**config.mk**
```make
export PLATFORM = sky130hd
export DESIGN_NAME = div_hilo_ctrl
export DESIGN_NICKNAME = d
export VERILOG_FILES = /design/src/rtl/div_pkg.sv /design/src/rtl/div_hilo_ctrl_sign_fix.sv /design/src/rtl/div_hilo_ctrl.sv
export SDC_FILE = /design/constraint.sdc
export NUM_CORES = 1
export LEC_CHECK = 0
export BUFFER_PORTS_ARGS = -buffer_cell sky130_fd_sc_hd__buf_4
export CORE_UTILIZATION = 52
export CTS_BUF_LIST = sky130_fd_sc_hd__clkbuf_16
export DETAILED_ROUTE_END_ITERATION = 16
export PLACE_DENSITY = 0.82
export SLEW_MARGIN = 10
export SYNTH_ARGS = -nofsm -noshare
export SYNTH_HDL_FRONTEND = slang
export SYNTH_SLANG_ARGS = --single-unit
export TNS_END_PERCENT = 30
```
**constraint.sdc**
```tcl
create_clock -name clock -period 2.7 [get_ports clock]
set_input_delay 0.135 -clock clock [delete_from_list [all_inputs] [get_ports clock]]
set_output_delay 0.135 -clock clock [all_outputs]
set_load 0.01 [all_outputs]
```
**src/rtl/div_pkg.sv**
```systemverilog
// Shared definitions for the HI/LO divide controller: op codes, FSM states
// and the LO value written on a divide-by-zero.
package div_pkg;

  typedef enum logic [2:0] {
    OP_NONE = 3'd0,
    OP_DIV  = 3'd1,
    OP_DIVU = 3'd2,
    OP_MTHI = 3'd3,
    OP_MTLO = 3'd4
  } op_e;

  typedef enum logic [1:0] {
    IDLE,
    START,
    WAIT,
    HOLD
  } state_e;

  localparam logic [31:0] DIV0_LO = 32'hFFFF_FFFF;

endpackage

```
**src/rtl/div_hilo_ctrl_sign_fix.sv**
```systemverilog
// Conditional two's-complement negate. Used both to take operand magnitudes
// and to restore the sign of the divider's quotient/remainder.
module sign_fix (
  input  logic        neg,
  input  logic [31:0] din,
  output logic [31:0] dout
);

  // Negate when requested; mod 2^32, so 0x80000000 maps to itself.
  always_comb begin
    dout = neg ? (~din + 32'd1) : din;
  end

endmodule

```
**src/rtl/div_hilo_ctrl.sv**
```systemverilog
// Execute-stage controller for DIV/DIVU/MTHI/MTLO. Drives an external 32-bit
// unsigned iterative divider, sign-corrects its results and owns HI/LO.
module div_hilo_ctrl
  import div_pkg::*;
(
  input  logic        clock,
  input  logic        reset,
  input  logic        op_valid,
  input  logic [2:0]  op,
  input  logic [31:0] rs_data,
  input  logic [31:0] rt_data,
  input  logic        ext_stall,
  input  logic        flush,
  output logic        stall_req,
  output logic [31:0] hi,
  output logic [31:0] lo,
  output logic [31:0] div_dividend,
  output logic [31:0] div_divisor,
  output logic        div_start,
  output logic        div_cpu_stall,
  input  logic [31:0] div_q,
  input  logic [31:0] div_r,
  input  logic        div_finish
);

  state_e      state;
  logic        q_neg;
  logic        r_neg;
  logic        is_signed;
  logic        is_divop;
  logic        accept;
  logic [31:0] mag_rs;
  logic [31:0] mag_rt;
  logic [31:0] q_fixed;
  logic [31:0] r_fixed;

  assign is_signed     = (op == OP_DIV);
  assign is_divop      = (op == OP_DIV) || (op == OP_DIVU);
  assign accept        = (state == IDLE) & op_valid & ~ext_stall & ~flush;
  assign div_cpu_stall = ext_stall;

  sign_fix u_mag_rs (
    .neg  (is_signed & rs_data[31]),
    .din  (rs_data),
    .dout (mag_rs)
  );

  sign_fix u_mag_rt (
    .neg  (is_signed & rt_data[31]),
    .din  (rt_data),
    .dout (mag_rt)
  );

  sign_fix u_fix_q (
    .neg  (q_neg),
    .din  (div_q),
    .dout (q_fixed)
  );

  sign_fix u_fix_r (
    .neg  (r_neg),
    .din  (div_r),
    .dout (r_fixed)
  );

  // Stall EX from the cycle a real division is presented until the divider finishes.
  always_comb begin
    stall_req = 1'b0;
    unique case (state)
      IDLE:  stall_req = op_valid & is_divop & (rt_data != '0) & ~flush;
      START: stall_req = 1'b1;
      WAIT:  stall_req = ~div_finish;
      HOLD:  stall_req = 1'b0;
    endcase
  end

  // Control FSM plus HI/LO and latched operand registers.
  always_ff @(posedge clock) begin
    if (!reset) begin
      state        <= IDLE;
      hi           <= '0;
      lo           <= '0;
      div_start    <= 1'b0;
      div_dividend <= '0;
      div_divisor  <= '0;
      q_neg        <= 1'b0;
      r_neg        <= 1'b0;
    end else begin
      div_start <= 1'b0;
      unique case (state)
        IDLE: begin
          if (accept) begin
            case (op)
              OP_MTHI: hi <= rs_data;
              OP_MTLO: lo <= rs_data;
              OP_DIV, OP_DIVU: begin
                if (rt_data == '0) begin
                  lo <= DIV0_LO;
                  hi <= rs_data;
                end else begin
                  div_dividend <= mag_rs;
                  div_divisor  <= mag_rt;
                  q_neg        <= is_signed & (rs_data[31] ^ rt_data[31]);
                  r_neg        <= is_signed & rs_data[31];
                  // start is registered so it is high exactly in the START cycle
                  div_start    <= 1'b1;
                  state        <= START;
                end
              end
              default: ;
            endcase
          end
        end
        START: state <= flush ? IDLE : WAIT;
        WAIT: begin
          if (flush) begin
            state <= IDLE;
          end else if (div_finish) begin
            lo    <= q_fixed;
            hi    <= r_fixed;
            // HOLD keeps the still-frozen op from being accepted a second time
            state <= ext_stall ? HOLD : IDLE;
          end
        end
        HOLD: begin
          if (flush || !ext_stall) state <= IDLE;
        end
      endcase
    end
  end

endmodule

```
==> results.cfg <==
[floorplan]
coreArea_mm2 = 0.0152
num_rows = 45
dieWidth_um = 127
initial_core_util_pct = 53.3
die_height_um = 127
io_pins = 268
die-area_mm2 = 0.0161

[layout]
layout.cells.non_filler = 1497
n_fill_cell = 1257
drive_gt1_share_pct = 28.4
fin_util_pct = 72.7
diodes = 0
layout.nets = 1438
finish.instance_area_mm2 = 0.0110
area_growth_pct = 36.2

[critical_path]
path_class = in2reg
cp-start-kind = input pin
required_ps = 3000
critPathArrivalTime_ps = 2900
cp_max_fo = 14
critPathCaptureType = flip-flop

[flow_run]
cap_violations = 0

[clock_network]
clock_path_buffers = 2
clk_latency_ps = 430
cts_tree = yes
root_buffer = clkbuf_16
clkTransAtPathRegs_ps = 60
post_cts_buffers = 0
numCtsBuffers = 17
cts_max_level = 4
cts_sinks = 133

[synth]
synthArstFlopShare_pct = 0
synth.most_common_cell = dfxtp_1
syn_area_mm2 = 0.00811
synth_edf_count = 0
syn_inst = 1047
avgSynthCellArea_um2 = 7.75
yosys.area.top_type_share_pct = 32.8
yosys.area.top_type = dfxtp_1
synth_flop_cell = dfxtp_1
synth_seq_area_share_pct = 32.8
synthTopCellsByCount = 133 x dfxtp_1, 100 x a21oi_1, 90 x nand2_1
yosys-top-cells-area = dfxtp_1 33%, xnor2_1 6.3%, a21oi_1 6.2%, xor2_1 5.2%, o21ai_0 4.8%
mappedNetlistNets = 1188
synth_seq_cells = 133
synth_cell_type_count = 56
yosysWarnings = 0

[sta]
fmax_ghz = 0.386
hold_slack_ps = 10.9
setup_tns_ps = 0
slew_headroom_pct = 42.1
tightest_slew_ps = 868
fin_ws_ps = 109
setup_violations = 0
hold_viol_final = 0
min_period_ps = 2590
drv_slew = 0
finClkSkew_ps = 5.34
rsz0062_at_grt = false
period_share_pct = 96.0

[drt]
routed_wl_mm = 30.8
wire_per_inst_um = 20.6
drcViolationCount = 0
drt_iter0_markers = 994
vias_per_cell = 6.24
vias = 9346
postRouteAntennaNets = 0
drt_first_pass_iters = 5

[placement]
place_congestion = 1.02
place_ws_ps = 133
port_buffers = 267
place_inst = 1463
hpwl_mm = 23.1
place_area_mm2 = 0.0104

[pwr]
p_int_mw = 3.78
swShare_pct = 27.1
pwr-share-seq_pct = 38.9
p_sw_mw = 1.40
vdd.ir_drop.worst_v = 0.000423
design_power_total_mw = 5.19
p_comb_share_pct = 14.5
power_density_mw_per_mm2 = 470
clockPowerShare_pct = 46.6
leakagePower_nw = 4.22

[global_route]
grt_pass1_wl_mm = 46.0
grt_overflow_total = 0
grt_max_degree = 127
grt.total_usage_pct = 37.4
antenna_found_initial = 0
first_global_vias = 8341

[outcome]
status = finished, final reports clean

[hold_path]
min_path_type = in2reg
[logic make-up (layout without fill, tap and decap cells)]
group,after synthesis,in the layout,share of synthesized area [%]
compound gates,353,353,28.2
mux,5,5,0.617
simple gates,350,350,21.6
fa+ha+maj,4,4,0.617
buf+inv,96,358,4.67
xor+xnor,106,106,11.4
flops,133,133,32.8
[critical path, stage by stage]
cell	delay, ps
dlygate4sd3_1	540
buf_4	160
inv_1	50
ha_1	170
nor3b_1	250
nand4_1	220
nor4_1	520
o21ai_2	200
buf_4	240
o41ai_1	410
[worst paths after layout]
path / startpoint / to / slack (ps) / cells past startpoint
worst min-delay path: rt_data[30] / div_divisor[30]$_SDFFE_PN0P_ / 10 / 3
worst max-delay path: rt_data[0] / lo[15]$_SDFFE_PN0P_ / 110 / 10
worst min register to register: hi[12]$_SDFFE_PN0P_ / hi[12]$_SDFFE_PN0P_ / 450 / 2
worst max register to register: state[1]$_SDFFE_PN0P_ / hi[30]$_SDFFE_PN0P_ / 310 / 6
[placed cells by master (no fill, tap or decap), drive strengths merged, types with 19 or more instances in the layout]
cell	n
dfxtp	133
o41ai	23
nor3	25
inv	19
o211ai	21
nand3	43
a21oi	100
o31ai	29
a211oi	28
buf	308
o21ai	79
nand2	90
xor2	48
o221ai	23
nor2	80
xnor2	58
or4	19
nor4	21
[flip-flops by register name, indices dropped and copies added, names as in the netlist]
| register | count |
|---|---|
| div_dividend | 32 |
| div_divisor | 32 |
| div_start | 1 |
| hi | 32 |
| lo | 32 |
| q_neg | 1 |
| r_neg | 1 |
| state | 2 |
[what timing repair did]
action | 4_1_cts | 5_1_grt
resized for setup | 0 | 2
hold endpoints to repair | 4 | 0
hold buffers | 3 | 0
endpoints found under the setup margin | 0 | 15
[layer usage]
metal | up-vias | track usage [%] | share of wire (%)
met2 | 489 | 61.8 | 47
met4 | 0 | 17.6 | 4.3
met1 | 4359 | 47.7 | 41
li1 | 4406 | - | -
met3 | 92 | 6.20 | 7.6
met5 | - | 0 | 0
[final cells by class]
class	count	area [um2]	share of cell area, %
inverter	16	60.1	0.544
tap	188	235	2.13
timing repair buffer	311	2380	21.5
clock inverter	14	179	1.62
clock buffer	17	425	3.85
multi-input combinational	818	5100	46.2
sequential	133	2660	24.1
[power groups by stage]
| stage | clock network [mW] | logic, mW | registers, mW |
|---|---|---|---|
| 2_1_floorplan | 0 | 0.290 | 2.07 |
| 3_3_place_gp | 0 | 0.725 | 2.06 |
| 3_5_place_dp | 0 | 0.728 | 2.06 |
| 4_1_cts | 2.43 | 0.738 | 2.02 |
| 5_1_grt | 2.52 | 0.800 | 2.02 |
| 6_report | 2.42 | 0.754 | 2.02 |
No activity file was read; power rests on OpenSTA's default activity.
